--- src/rtl/day7_pkg.sv ---
// Shared constants, ASCII codes and emit-state encoding for the day-7 row packer.
// Optional start-column checking in the top is enabled by DAY7_START_CHECK_EN.
package day7_pkg;

  localparam int WIDTH  = 141;
  localparam int HEIGHT = 142;
  localparam int WORDS  = (WIDTH + 31) / 32;
  localparam int MIDDLE = WIDTH / 2;

  localparam logic [7:0] CH_SPLIT = 8'h5e;
  localparam logic [7:0] CH_EMPTY = 8'h2e;
  localparam logic [7:0] CH_START = 8'h53;
  localparam logic [7:0] CH_LF    = 8'h0a;
  localparam logic [7:0] CH_CR    = 8'h0d;

  typedef enum logic [1:0] {
    IDLE  = 2'd0,
    SEND  = 2'd1,
    FLUSH = 2'd2
  } emit_state_e;

  function automatic logic [7:0] sat_inc8(input logic [7:0] v);
    return (v == 8'hff) ? v : v + 8'd1;
  endfunction

endpackage

--- src/rtl/day7_row_emitter.sv ---
// Emit buffer and word sequencer: streams one loaded row as WORDS 32-bit words
// over a valid/ready handshake and signals done once the final row has drained.
module day7_row_emitter #(
  parameter int WORDS = 5
) (
  input  logic                  clk,
  input  logic                  rst,
  input  logic                  load,
  input  logic [WORDS*32-1:0]   load_data,
  input  logic                  flush,
  input  logic                  ready_in,
  output logic [31:0]           data_out,
  output logic                  valid_out,
  output logic                  full,
  output logic                  row_sent,
  output logic                  done
);
  import day7_pkg::*;

  localparam int IW = (WORDS > 1) ? $clog2(WORDS) : 1;
  localparam logic [IW-1:0] LAST_IDX = IW'(WORDS - 1);

  emit_state_e                 state_r;
  logic [WORDS-1:0][31:0]      buf_r;
  logic [IW-1:0]               idx_r;
  logic [IW-1:0]               idx_next_s;
  logic                        full_r;
  logic                        valid_r;
  logic                        done_r;
  logic [31:0]                 data_r;
  logic                        hs_s;
  logic                        last_hs_s;

  // handshake decode; row_sent is combinational so a waiting row can load on the same edge
  always_comb begin
    hs_s       = valid_r & ready_in;
    last_hs_s  = hs_s & (idx_r == LAST_IDX);
    idx_next_s = idx_r + IW'(1);
  end

  // emit FSM: load, per-word stepping, end-of-file drain
  always_ff @(posedge clk or negedge rst) begin
    if (!rst) begin
      state_r <= IDLE;
      buf_r   <= '0;
      idx_r   <= '0;
      full_r  <= 1'b0;
      valid_r <= 1'b0;
      data_r  <= 32'h0000_0000;
      done_r  <= 1'b0;
    end else begin
      if (load) begin
        buf_r   <= load_data;
        full_r  <= 1'b1;
        idx_r   <= '0;
        valid_r <= 1'b1;
        data_r  <= load_data[31:0];
        state_r <= flush ? FLUSH : SEND;
      end else if (last_hs_s) begin
        full_r  <= 1'b0;
        valid_r <= 1'b0;
        data_r  <= 32'h0000_0000;
        idx_r   <= '0;
        if (flush || state_r == FLUSH) begin
          state_r <= FLUSH;
          done_r  <= 1'b1;
        end else begin
          state_r <= IDLE;
        end
      end else begin
        if (hs_s) begin
          idx_r  <= idx_next_s;
          data_r <= buf_r[idx_next_s];
        end
        if (flush || state_r == FLUSH) begin
          state_r <= FLUSH;
          if (!full_r) begin
            done_r <= 1'b1;
          end
        end
      end
    end
  end

  assign data_out  = data_r;
  assign valid_out = valid_r;
  assign full      = full_r;
  assign row_sent  = last_hs_s;
  assign done      = done_r;

endmodule

--- src/rtl/day7_row_packer.sv ---
// Turns the day-7 ASCII grid into 141-bit splitter bitmaps, five words per row.
// Define DAY7_START_CHECK_EN to validate the 'S' start marker and expose start_col.
module day7_row_packer #(
  parameter int WIDTH  = 141,
  parameter int HEIGHT = 142
) (
  input  logic        clk,
  input  logic        rst,
  input  logic [7:0]  char_in,
  input  logic        char_valid,
  output logic        char_ready,
  input  logic        char_last,
  output logic [31:0] data_out,
  output logic        valid_out,
  input  logic        ready_in,
  output logic [7:0]  rows_out,
  output logic        done,
  output logic        error
`ifdef DAY7_START_CHECK_EN
  ,
  output logic [7:0]  start_col
`endif
);
  import day7_pkg::*;

  localparam int WORDS = (WIDTH + 31) / 32;
  localparam int CW    = $clog2(WIDTH + 1);

  logic                  en_r;
  logic                  flush_r;
  logic                  error_r;
  logic [7:0]            rows_r;
  logic [WIDTH-1:0]      coll_r;
  logic [WIDTH-1:0]      coll_next_s;
  logic [CW-1:0]         col_r;
  logic [CW-1:0]         col_next_s;
  logic                  is_split_s;
  logic                  is_start_s;
  logic                  is_empty_s;
  logic                  is_lf_s;
  logic                  is_cr_s;
  logic                  is_map_s;
  logic                  row_end_s;
  logic                  char_ready_s;
  logic                  xfer_s;
  logic                  overflow_s;
  logic                  load_s;
  logic                  short_s;
  logic                  bad_s;
  logic                  flush_s;
  logic                  start_err_s;
  logic [WORDS*32-1:0]   row_words_s;
  logic                  emit_full_s;
  logic                  row_sent_s;
  logic                  emit_done_s;

  // byte decode and input flow control; a row end stalls only while the emit buffer stays busy
  always_comb begin
    is_split_s   = (char_in == CH_SPLIT);
    is_start_s   = (char_in == CH_START);
    is_empty_s   = (char_in == CH_EMPTY) | is_start_s;
    is_lf_s      = (char_in == CH_LF);
    is_cr_s      = (char_in == CH_CR);
    is_map_s     = is_split_s | is_empty_s;
    row_end_s    = char_valid & (is_lf_s | char_last);
    char_ready_s = en_r & ~flush_r & ~(row_end_s & emit_full_s & ~row_sent_s);
    xfer_s       = char_valid & char_ready_s;
    flush_s      = flush_r | (xfer_s & char_last);
  end

  // next collect-buffer image including the current byte, so char_last can close the row
  always_comb begin
    coll_next_s = coll_r;
    col_next_s  = col_r;
    overflow_s  = 1'b0;
    if (is_map_s) begin
      if (col_r < CW'(WIDTH)) begin
        coll_next_s[col_r] = is_split_s;
        col_next_s         = col_r + CW'(1);
      end else begin
        overflow_s = 1'b1;
      end
    end else begin
      col_next_s = col_r;
    end
    load_s      = xfer_s & row_end_s & (col_next_s != '0);
    short_s     = load_s & (col_next_s < CW'(WIDTH));
    bad_s       = xfer_s & ~(is_map_s | is_lf_s | is_cr_s);
    row_words_s = '0;
    row_words_s[WIDTH-1:0] = coll_next_s;
  end

  // collect state, row counter and sticky status
  always_ff @(posedge clk or negedge rst) begin
    if (!rst) begin
      en_r    <= 1'b0;
      flush_r <= 1'b0;
      coll_r  <= '0;
      col_r   <= '0;
      rows_r  <= 8'd0;
      error_r <= 1'b0;
    end else begin
      en_r <= 1'b1;
      if (xfer_s & char_last) begin
        flush_r <= 1'b1;
      end
      if (xfer_s) begin
        if (row_end_s) begin
          coll_r <= '0;
          col_r  <= '0;
        end else begin
          coll_r <= coll_next_s;
          col_r  <= col_next_s;
        end
      end
      if (row_sent_s) begin
        rows_r <= sat_inc8(rows_r);
      end
      if (bad_s | (xfer_s & overflow_s) | short_s | start_err_s |
          (emit_done_s & (rows_r != 8'(HEIGHT)))) begin
        error_r <= 1'b1;
      end
    end
  end

`ifdef DAY7_START_CHECK_EN
  localparam int MIDDLE_COL = WIDTH / 2;

  logic [7:0] start_col_r;
  logic [7:0] row_idx_r;
  logic [1:0] s_cnt_r;
  logic [1:0] s_total_s;
  logic       s_here_s;

  // start marker must appear once, in row 0, at the middle column
  always_comb begin
    s_here_s  = xfer_s & is_start_s & ~overflow_s;
    s_total_s = s_cnt_r + {1'b0, s_here_s};
    if (s_here_s & ((row_idx_r != 8'd0) | (col_r != CW'(MIDDLE_COL)))) begin
      start_err_s = 1'b1;
    end else if (load_s & (row_idx_r == 8'd0) & (s_total_s != 2'd1)) begin
      start_err_s = 1'b1;
    end else begin
      start_err_s = 1'b0;
    end
  end

  // start-marker tracking state
  always_ff @(posedge clk or negedge rst) begin
    if (!rst) begin
      start_col_r <= 8'd0;
      row_idx_r   <= 8'd0;
      s_cnt_r     <= 2'd0;
    end else begin
      if (s_here_s) begin
        start_col_r <= 8'(col_r);
      end
      if (xfer_s & row_end_s) begin
        s_cnt_r <= 2'd0;
      end else if (s_here_s && s_cnt_r != 2'd2) begin
        s_cnt_r <= s_cnt_r + 2'd1;
      end
      if (load_s) begin
        row_idx_r <= sat_inc8(row_idx_r);
      end
    end
  end

  assign start_col = start_col_r;
`else
  assign start_err_s = 1'b0;
`endif

  day7_row_emitter #(
    .WORDS(WORDS)
  ) u_emitter (
    .clk       (clk),
    .rst       (rst),
    .load      (load_s),
    .load_data (row_words_s),
    .flush     (flush_s),
    .ready_in  (ready_in),
    .data_out  (data_out),
    .valid_out (valid_out),
    .full      (emit_full_s),
    .row_sent  (row_sent_s),
    .done      (emit_done_s)
  );

  assign char_ready = char_ready_s;
  assign rows_out   = rows_r;
  assign done       = emit_done_s;
  assign error      = error_r;

endmodule

--- config.mk ---
export PLATFORM = sky130hd
export DESIGN_NAME = day7_row_packer
export DESIGN_NICKNAME = d
export VERILOG_FILES = /design/src/rtl/day7_pkg.sv /design/src/rtl/day7_row_emitter.sv /design/src/rtl/day7_row_packer.sv
export SDC_FILE = /design/constraint.sdc
export NUM_CORES = 1
export LEC_CHECK = 0
export BUFFER_PORTS_ARGS = -buffer_cell sky130_fd_sc_hd__buf_2
export CAP_MARGIN = 0
export CELL_PAD_IN_SITES_DETAIL_PLACEMENT = 1
export CELL_PAD_IN_SITES_GLOBAL_PLACEMENT = 1
export CORE_AREA = 10 10 200 202
export CTS_CLUSTER_SIZE = 16
export DETAILED_ROUTE_END_ITERATION = 6
export DIE_AREA = 0 0 210 212
export PLACE_DENSITY = 0.89
export SYNTH_ARGS = -nofsm -noshare
export SYNTH_HDL_FRONTEND = slang
export SYNTH_SLANG_ARGS = --single-unit
--- constraint.sdc ---
create_clock -name clk -period 3.2 [get_ports clk]
set_input_delay 0 -clock clk [delete_from_list [all_inputs] [get_ports clk]]
set_output_delay 0 -clock clk [all_outputs]
set_load 0.01 [all_outputs]
; ---- Word-level counts from Yosys, hierarchy flattened
; Index checks and enable logic that the tools add are counted.
; Widths: inputs -> output; s select.
[classes]
n_addsub = 3
magnitude_cmp = 5
eq_ne = 10
muxes = 30
bitwise_logic = 30
reduce_logical = 8
[op_table]
columns = operator, count
row1 = $mux 141, 3
row2 = $bwmux 141, 1
row3 = $mux 32, 4
row4 = $bmux 32 s3, 1
row5 = $mux 8, 3
row6 = $add 8x1->8 const B, 2
row7 = $eq 8x4->1 const B, 2
row8 = $eq 8x7->1 const B, 2
row9 = $lt 8x8->1 const B, 2
row10 = $and 1x1->1, 15
row11 = $mux 2, 5
row12 = $lt 8x9->1 const B, 1
row13 = $mux 1, 9
row14 = $mux 3, 3
row15 = $or 1x1->1, 9
row16 = $demux 1 s8, 1
row17 = $eq 8x6->1 const B, 1
row18 = $eq 8x8->1 const B, 1
row19 = $ge 8x1->1 const B, 1
row20 = $ne 8x8->1 const B, 1
row21 = $reduce_bool 8->1, 1
row22 = $not 1->1, 6
row23 = $reduce_bool 3->1, 2
row24 = $lt 3x4->1 const B, 1
row25 = 9 further kinds, 9
[totals]
regBits = 340
input_bits = 13
output_inout_bits = 44
elab_cells = 102

; ---- Depth between registers and ports, before layout
; Gate-level depths: netlist of run 1.
[depth]
depth_word = 14
ltp_mapped = 13
mapped_depth_nobuf = 8

; ---- Modules after synthesis
; From an unflattened synthesis of run 1, not the netlist that was laid out.
[hier_totals]
cells_unflattened = 1487
hier_area_um2 = 17948.5
[by_module_without_submodules]
columns = module, n_inst, cells_per_inst, area_each_um2
row1 = day7_row_emitter, 1, 641, 9345.2
row2 = day7_row_packer, 1, 846, 8603.3

; ---- Worst setup path before layout of run 1
; No wires, ideal clock.
[synth_path]
path_type = reg2reg
startpoint = reg col_r[0]
endpoint = reg u_emitter.buf_r[123] (netlist name)
setup_ps = 127
arrival_ps = 2755
required_ps = 3073
slack_ps = 318
stages_incl_launch_ff = 13
path_buffers = 4
cell_sequence = dfrtp_1 clkbuf_1 inv_1 ha_1 and3b_1 o21a_1 a211oi_4 mux2i_1 a21oi_1 buf_4 buf_6 buf_8 mux2_1
[synth_via]
elab_chain_cells = 7
word_cells_on_any_way = 14
cone_classes = 1 x add/sub / 3 x order compare / 7 x mux / 1 x bitwise / 2 x reduce/logical
[synth_rtl]
columns = item, line_no
row1 = start: declaration, day7_row_packer.sv:35  ; logic [CW-1:0] col_r;
row2 = start signal: assignment, day7_row_packer.sv:113  ; col_r <= col_next_s;
row3 = $lt 8x9->1 (not written as such) or $ge 8x1->1 (tied branches), day7_row_packer.sv:78  ; coll_next_s[col_r] = is_split_s;
row4 = $logic_and 1x1->1 (not written as such), day7_row_packer.sv:78
row5 = $mux 1 (not written as such), day7_row_packer.sv:78
row6 = $demux 1 s8, day7_row_packer.sv:78
row7 = $bwmux 141, day7_row_packer.sv:78
row8 = $mux 141, day7_row_packer.sv:77  ; if (col_r < CW'(WIDTH)) begin
row9 = $mux 141, day7_row_packer.sv:76  ; if (is_map_s) begin
row10 = end signal: assignment, day7_row_emitter.sv:53  ; buf_r <= load_data;
row11 = end: declaration, day7_row_emitter.sv:24  ; logic [WORDS-1:0][31:0] buf_r;
; Parallel ways exist; a longest one is shown, timed or not.
; A chain may end at the register's enable or synchronous reset.

; ---- Worst setup path in the final report of run 1
[layout_path]
startpoint = reg col_r[6]
endpoint = reg u_emitter.buf_r[117] (netlist name)
; The elaborated chain is that of the path after synthesis.

==> results.py, run 1 <==
metrics = {
    "synth": {
        "yosysTopAreaCell": "dfrtp_1",
        "synth_edf_count": 0,
        "ys_warn_count": 0,
        "synthDominantCellAreaShare": 0.480,
        "synth_top_family_by_area": "multiplexers",
        "synthTopCellsByCount": "dfrtp_1 (340), o21ai_0 (273), mux2_2 (203)",
        "avgSynthCellArea_sq_um": 10.5,
        "synth-compound-area-share": 0.154,
        "synth-adder-area-share": 0.00635,
        "synth.distinct_cells": 61,
        "yosysSeqAreaShare": 0.480,
        "syn_area_sq_um": 17700,
        "ys_seq_elements": 340,
        "syn-num-nets": 1714,
        "synth-async-reset-ratio": 1.00,
        "synth_top_flop_cell": "dfrtp_1",
        "yosys.area_share.simple": 0.0735,
        "synthMuxAreaShare": 0.236,
        "synthMostInstantiatedCell": "dfrtp_1",
        "synth_area_leaders": "dfrtp_1 (48%), mux2_2 (13%), o21ai_0 (7.7%), mux2i_1 (5.5%), mux4_2 (4.1%)",
        "synth_xor_area_frac": 0.00395,
        "synth_cells": 1692,
    },
    "timing": {
        "tightest_slew_ns": 0.951,
        "fin_crit_ns": 3.26,
        "finalSetupViolations": 5,
        "layout_setup_ws_ns": -0.0612,
        "fin_crit_sh": 1.02,
        "hold_viol": 0,
        "tns_ns": -0.130,
        "finalMaxSlewViolations": 0,
        "rsz0062_at_grt": "yes",
        "clock-skew-final_ns": 0.0350,
        "fmax_mhz": 307,
        "relSlewSlack": 0.349,
    },
    "grt": {
        "grt_overflow": 0,
        "grtUsageTotal": 0.292,
        "grt_pass1_wl_mm": 103,
        "antenna_found_initial": 0,
        "grt_pass1_vias": 16900,
        "grt_use_met3": 0.0644,
        "grt_max_degree": 144,
        "globalRouteMet2Util": 0.481,
        "grt.busiest_layer": "met2",
        "use_met1": 0.340,
    },
    "routing": {
        "routedWlPerCell_um": 29.9,
        "viasPerCell": 6.93,
        "drtIter0Drc": 1647,
        "routed-via-count": 15300,
        "drc": 0,
        "dr.pass1.iters": 5,
        "routed_wl_mm": 65.8,
        "final_antenna_net_count": 0,
    },
    "placement": {
        "globalplace.congestion": 0.863,
        "dp_hpwl_mm": 35.2,
        "place_ws_ns": 0.282,
        "io_buffers": 56,
    },
    "critical_path": {
        "cp_top_family": "simple AND/OR/NAND/NOR gates",
        "cp_slowest_stage_delay_ns": 0.66,
        "endpoint_kind": "flip-flop",
        "critPathMaxFanout": 9,
        "critPathArrivalTime_ns": 3.72,
        "critPathRequiredTime_ns": 3.66,
        "critical_path_class": "flip-flop to flip-flop",
        "cp-start-kind": "flip-flop",
        "crit_buf_inv": 1,
        "crit_slowest_cell": "nor2_1",
        "path_cells": "buf_4 > nor2b_1 > nand3_1 > nor2_1 > nand2_1 > mux2_2 > mux2_4",
    },
    "run_status": {
        "run_status": "complete, but fails checks",
        "violations": "negative setup slack",
    },
    "pwr": {
        "power_density_nw_per_um2": 567,
        "vdd_drop_max_mv": 0.596,
        "leakagePower_nw": 9.16,
    },
    "cts": {
        "cts_buffer_depth": 3,
        "htree_levels": 2,
        "path_clk_slew_ns": 0.07,
        "tritoncts": "yes",
        "clk_latency_ns": 0.58,
        "cts_sinks": 340,
        "cts_made_buffers": 37,
        "cts_setup_buffers": 0,
        "root_buffer": "clkbuf_16",
    },
    "floorplan": {
        "initial_utilization": 0.492,
        "fp.coreArea_sq_um": 36100,
        "num_io_pins": 57,
        "die_w_um": 210,
        "die_h_um": 212,
        "die_area_sq_um": 44500,
        "rows": 70,
    },
    "layout": {
        "areaGrowthSynthToFinish_pct": 12.5,
        "insertedDiodeCount": 0,
        "nets": 1729,
        "fillCellCount": 3791,
        "drive_gt1_frac": 0.250,
    },
    "hold_path": {
        "hold_path.class": "primary input to async pin",
    },
    "job": {
        "maxCapViolations": 0,
    },
}
[registers in the layout, indices dropped and copies added, names as in the netlist, 2 cells and up]
signal,count
u_emitter.data_out,32
u_emitter.idx_r,3
col_r,8
rows_out,8
u_emitter.buf_r,141
u_emitter.state_r,2
coll_r,141
[cell usage in the layout (no fill, tap or decap), types with 3 or more instances in the layout]
cell	count
nand2b_1	6
nand3_1	9
nor2_1	58
mux2i_1	98
mux2_1	5
and3_1	3
a2111oi_0	3
clkbuf_8	8
mux4_2	32
nand3b_1	5
nor2b_1	4
nor2_2	5
mux2_2	203
dlygate4sd3_1	3
clkinv_2	6
a21o_1	3
nand2_1	186
buf_2	55
clkbuf_16	37
a22oi_1	34
buf_12	18
nand4_1	7
a211oi_4	4
a31oi_1	6
clkbuf_1	9
mux2_4	10
o31ai_1	3
nor3_1	5
o21ai_0	272
dfrtp_1	339
a21oi_1	139
inv_1	47
o211ai_1	5
buf_4	37
or3_1	3
ha_1	9
xnor2_1	7
bufinv_16	3
[path summary, 6_finish.rpt]
check                                  endpoint  startpoint  depth (start not counted)  slack (ns)
min                        u_emitter.buf_r[120]         rst                          2        0.02
min reg2reg                          coll_r[16]  coll_r[16]                          2        0.48
max                        u_emitter.buf_r[117]    col_r[6]                          7       -0.06
min in group clk                 u_emitter.full    ready_in                          4        0.02
max reg2reg                u_emitter.buf_r[117]    col_r[6]                          7       -0.06
max in group asynchronous   u_emitter.buf_r[80]         rst                          3        2.07
[metrics by stage]
stage               cell area (sq um)  hold slack, ns  cells  power [mW]  utilization
floorplan                       17700          -0.296   1692        5.88            -
global placement                18700          0.0442   2133        6.63        0.517
detailed placement              18700          0.0487   2133        6.75        0.517
CTS                             19900          0.0121   2202        11.2        0.552
global route                    19900          0.0289   2202        11.6        0.553
finish                          19900          0.0167   2202        11.3        0.553
[worst reg2reg max path: stages (launching register included)]
cell and delay [ns]:
dfrtp_1 0.53, buf_4 0.21, nor2b_1 0.53, nand3_1 0.39
nor2_1 0.66, nand2_1 0.23, mux2_2 0.33, mux2_4 0.27
[layer usage]
metal / up-vias / part of all wire
li1: 6065 / -
met5: - / 0
met3: 401 / 0.084
met4: 0 / 0.070
met2: 1026 / 0.48
met1: 7764 / 0.36
[report_power, final]
part | switching [mW] | leakage [nW] | internal, mW
sequential | 0.188 | 4.59 | 4.50
combinational | 1.37 | 3.96 | 0.760
clock | 1.91 | 0.608 | 2.58
[area by class of cell]
type	count	area (sq um)	area share
sequential	340	8510	0.427
multi-input combinational	1167	8490	0.425
clock buffer	54	1070	0.0536
timing repair buffer	114	958	0.0480
tap	468	586	0.0294
inverter	47	176	0.00884
clock inverter	12	161	0.00809
[cells by family after synthesis]
| group | count (synthesis) |
|---|---|
| XOR/XNOR | 8 |
| buffers and inverters | 185 |
| multiplexers | 348 |
| other | 1 |
| AND/OR/NAND/NOR | 307 |
| adder cells (fa/ha/maj) | 9 |
| AO/OA/AOI/OAI | 494 |
| flip-flops | 340 |
[repair_timing]
item | CTS | global route
hold endpoints to repair | 80 | 0
gates resized for setup | 0 | 7
setup endpoints to repair | 0 | 34
hold buffers | 3 | 0
(Power assumes the default switching activity.)
==> inputs of run 2 (changes only) <==
clock period = 3.55 ns   (was 3.2 ns; I/O delays follow)
==> results.py, run 2 (same netlist as run 1, synthesis figures left out) <==
metrics = {
    "floorplan": {
        "num_io_pins": 57,
        "fp.coreArea_sq_um": 36100,
        "die_area_sq_um": 44500,
        "initial_utilization": 0.492,
        "die_h_um": 212,
        "rows": 70,
        "die_w_um": 210,
    },
    "critical_path": {
        "rr_worst_depth": 9,
        "critical_path_class": "flip-flop to flip-flop",
        "cp_num_cells": 9,
        "critPathRequiredTime_ns": 3.96,
        "cp_top_family": "compound AO/OA/AOI/OAI gates",
        "critPathArrivalTime_ns": 3.91,
        "path_cells": "inv_1 > ha_1 > and3b_1 > o21a_1 > a211oi_4 > mux2i_1 > a21oi_4 > buf_12 > mux2_2",
        "crit_slowest_cell": "dfrtp_1",
        "cp_slowest_stage_delay_ns": 0.60,
        "cp-start-kind": "flip-flop",
        "crit_buf_inv": 2,
        "endpoint_kind": "flip-flop",
        "critPathMaxFanout": 77,
    },
    "cts": {
        "cts_sinks": 340,
        "clk_latency_ns": 0.55,
        "root_buffer": "clkbuf_16",
        "path_clk_slew_ns": 0.07,
        "cts_setup_buffers": 0,
        "tritoncts": "yes",
        "htree_levels": 2,
        "cts_made_buffers": 37,
        "cts_buffer_depth": 3,
    },
    "routing": {
        "routed-via-count": 15000,
        "viasPerCell": 6.88,
        "dr.pass1.iters": 5,
        "routed_wl_mm": 63.1,
        "final_antenna_net_count": 0,
        "routedWlPerCell_um": 28.9,
        "drtIter0Drc": 1906,
        "drc": 0,
    },
    "timing": {
        "fmax_mhz": 285,
        "tightest_slew_ns": 0.902,
        "finalSetupViolations": 0,
        "rsz0062_at_grt": "no",
        "relSlewSlack": 0.397,
        "holdWs_ns": 0.0519,
        "fin_crit_sh": 0.987,
        "hold_viol": 0,
        "clock-skew-final_ns": 0.0361,
        "fin_crit_ns": 3.50,
        "tns_ns": 0,
        "finalMaxSlewViolations": 0,
    },
    "grt": {
        "grt_pass1_wl_mm": 99.5,
        "grtUsageTotal": 0.280,
        "antenna_found_initial": 2,
        "grt_overflow": 0,
        "grt_max_degree": 144,
        "grt_pass1_vias": 16700,
    },
    "layout": {
        "drive_gt1_frac": 0.241,
        "layout_common_cells": "dfrtp_1 (339), o21ai_0 (273), mux2_2 (203)",
        "fillCellCount": 3791,
        "areaGrowthSynthToFinish_pct": 11.7,
        "insertedDiodeCount": 0,
        "nets": 1711,
        "mostFrequentLayoutCell": "dfrtp_1",
    },
    "run_status": {
        "run_status": "complete, no violations",
    },
    "job": {
        "maxCapViolations": 0,
    },
    "placement": {
        "dp_hpwl_mm": 33.5,
        "io_buffers": 56,
        "globalplace.congestion": 0.855,
    },
    "pwr": {
        "power_density_nw_per_um2": 517,
        "vdd_drop_max_mv": 0.679,
        "leakagePower_nw": 9.09,
    },
    "hold_path": {
        "hold_path.class": "primary input to flip-flop",
        "whs_path_depth": 5,
    },
}
[run 2: timing repair]
| item | in CTS | in global routing |
|---|---|---|
| hold buffers | 5 | 0 |
| gates resized for setup | 0 | 1 |
| endpoints found under the hold margin | 101 | 0 |
| endpoints found under the setup margin | 0 | 12 |
[run 2: metrics by stage]
stage | power, mW | area [sq um] | worst slack [ns] | utilization | cells
after floorplan | 5.30 | 17700 | 0.668 | - | 1692
after global placement | 5.97 | 18500 | 0.513 | 0.512 | 2113
after detailed placement | 6.06 | 18500 | 0.358 | 0.512 | 2113
after CTS | 10.2 | 19800 | 0.110 | 0.549 | 2185
after global routing | 10.5 | 19800 | 0.000925 | 0.549 | 2185
final | 10.2 | 19800 | 0.0466 | 0.549 | 2185
[run 2: final cells by class]
type,count,area [sq um],share of cell area
Tap cell,468,586,0.0296
Clock inverter,17,198,0.00998
Sequential cell,340,8510,0.430
Clock buffer,50,1090,0.0549
Multi-Input combinational cell,1167,8470,0.428
Inverter,47,176,0.00891
Timing Repair Buffer,96,782,0.0395
[run 2: worst paths after layout]
| check | start | end | slack [ns] |
|---|---|---|---|
| max | col_r[0] | u_emitter.buf_r[109] | 0.05 |
| min | char_valid | coll_r[63] | 0.05 |
| max reg2reg | col_r[0] | u_emitter.buf_r[109] | 0.05 |
| min reg2reg | coll_r[17] | coll_r[17] | 0.50 |
| max in group asynchronous | rst | u_emitter.buf_r[70] | 2.37 |
| min in group asynchronous | rst | u_emitter.data_out[29] | 0.07 |
[run 2: power by group]
group	leakage (nW)	internal, mW	total (mW)	switching (mW)
Clock	0.636	2.45	4.16	1.71
Combinational	3.86	0.673	1.86	1.19
Sequential	4.59	4.05	4.22	0.170
[run 2: tightest hold or removal path: stages]
cell	delay, ns
buf_2	0.09
inv_1	0.07
nor2_1	0.12
nand3_1	0.13
o21ai_0	0.12
[run 2: metal layers]
layer	global-route usage	wire, um	share of wire	vias up
li1	-	-	-	6031
met1	0.332	23700	0.38	7752
met2	0.461	31000	0.49	923
met3	0.0571	4680	0.074	312
met4	0.177	3730	0.059	6
met5	0	39	0.00062	-
==> inputs of run 3 (changes only) <==
clock period = 3.54 ns   (was 3.55 ns; I/O delays follow)
==> results.py, run 3 (same netlist as run 1, synthesis figures left out) <==
metrics = {
    "run_status": {
        "run_status": "complete, no violations",
    },
    "layout": {
        "layout_common_cells": "dfrtp_1 (339), o21ai_0 (273), mux2_2 (203)",
        "insertedDiodeCount": 0,
        "mostFrequentLayoutCell": "dfrtp_1",
        "final_cells": 2182,
        "areaGrowthSynthToFinish_pct": 11.1,
        "drive_gt1_frac": 0.237,
        "nets": 1713,
        "fillCellCount": 3787,
    },
    "cts": {
        "cts_made_buffers": 37,
        "cts_buffer_depth": 3,
        "cts_sinks": 340,
        "path_clk_slew_ns": 0.06,
        "tritoncts": "yes",
        "root_buffer": "clkbuf_16",
        "clk_latency_ns": 0.56,
        "htree_levels": 2,
    },
    "pwr": {
        "vdd_drop_max_mv": 0.569,
        "power_density_nw_per_um2": 510,
        "p_total_mw": 10.1,
        "leakagePower_nw": 9.04,
    },
    "timing": {
        "finalMaxSlewViolations": 0,
        "layout_setup_ws_ns": 0.118,
        "fin_crit_ns": 3.42,
        "holdWs_ns": 0.0476,
        "relSlewSlack": 0.314,
        "tns_ns": 0,
        "clock-skew-final_ns": 0.0306,
        "finalSetupViolations": 0,
        "hold_viol": 0,
        "fin_crit_sh": 0.967,
        "tightest_slew_ns": 1.03,
        "fmax_mhz": 292,
        "rsz0062_at_grt": "no",
    },
    "grt": {
        "antenna_found_initial": 0,
        "grt_max_degree": 144,
        "grtUsageTotal": 0.274,
        "grt_pass1_wl_mm": 97.6,
        "grt_pass1_vias": 16500,
        "grt_overflow": 0,
    },
    "routing": {
        "drc": 0,
        "final_antenna_net_count": 0,
        "dr.pass1.iters": 6,
        "viasPerCell": 6.84,
        "routedWlPerCell_um": 28.7,
        "routed_wl_mm": 62.5,
        "drtIter0Drc": 1384,
        "routed-via-count": 14900,
    },
    "floorplan": {
        "fp.coreArea_sq_um": 36100,
        "die_area_sq_um": 44500,
        "rows": 70,
        "num_io_pins": 57,
        "initial_utilization": 0.492,
        "die_h_um": 212,
        "die_w_um": 210,
    },
    "placement": {
        "globalplace.congestion": 0.867,
        "dp_cells": 2116,
        "io_buffers": 56,
        "dp_hpwl_mm": 33.5,
        "place_ws_ns": 0.284,
    },
    "critical_path": {
        "cp-start-kind": "flip-flop",
        "endpoint_kind": "flip-flop",
        "critPathMaxFanout": 77,
        "critical_path_class": "flip-flop to flip-flop",
        "critPathArrivalTime_ns": 3.85,
        "critPathRequiredTime_ns": 3.97,
    },
    "hold_path": {
        "hold_path.class": "primary input to async pin",
    },
    "job": {
        "maxCapViolations": 0,
    },
}
## run 3: changes by cell type in the layout (fill, tap and decap cells not counted)
cell / delta
clkinv_4: -1
buf_12: -2
clkinv_2: -7
dlygate4sd3_1: -1
buf_4: +5
clkinvlp_4: -1
clkbuf_1: +5
bufinv_16: -3
clkbuf_8: +2
## run 3: final timing paths
path | endpoint | depth (start not counted) | startpoint | slack, ns
max | u_emitter.buf_r[52] | 9 | col_r[0] | 0.12
max reg2reg | u_emitter.buf_r[52] | 9 | col_r[0] | 0.12
min reg2reg | coll_r[25] | 2 | coll_r[25] | 0.49
max in group asynchronous | u_emitter.buf_r[45] | 3 | rst | 2.45
min in group clk | coll_r[63] | 5 | char_valid | 0.05
min | u_emitter.buf_r[61] | 2 | rst | 0.05
## run 3: cell type report
cell class,instances,area (sq um),share of cell area
Tap cell,468,586,0.0297
Clock buffer,57,1130,0.0575
Multi-Input combinational cell,1167,8470,0.430
Clock inverter,5,56.3,0.00286
Inverter,47,176,0.00895
Sequential cell,340,8510,0.432
Timing Repair Buffer,98,769,0.0391
## run 3: repair_timing
item,CTS,global route
endpoints found under the hold margin,103,0
buffers inserted,0,0
hold buffers,4,0
resized for setup,0,1
endpoints found under the setup margin,0,3
## run 3: routing by layer
| layer | share of wire | up-vias | track usage |
|---|---|---|---|
| met3 | 0.084 | 284 | 0.0578 |
| met4 | 0.058 | 0 | 0.167 |
| met2 | 0.49 | 924 | 0.461 |
| met5 | 0 | - | 0 |
| li1 | - | 6045 | - |
| met1 | 0.37 | 7662 | 0.316 |
## run 3: per-stage QoR
stage / area (sq um) / utilization
floorplan: 17700 / -
global placement: 18500 / 0.512
detailed placement: 18500 / 0.512
CTS: 19700 / 0.546
global route: 19700 / 0.546
finish: 19700 / 0.546
## run 3: critical path: stages, from the launching register on
cell and delay [ns]:
dfrtp_1 0.56, inv_1 0.20, ha_1 0.29, and3b_1 0.30
o21a_1 0.48, a211oi_4 0.11, mux2i_1 0.22, a21oi_4 0.25
buf_12 0.45, mux2_2 0.41
## run 3: where the power goes
part | internal (mW) | switching [mW]
registers | 4.06 | 0.167
clock network | 2.27 | 1.66
logic | 0.676 | 1.22
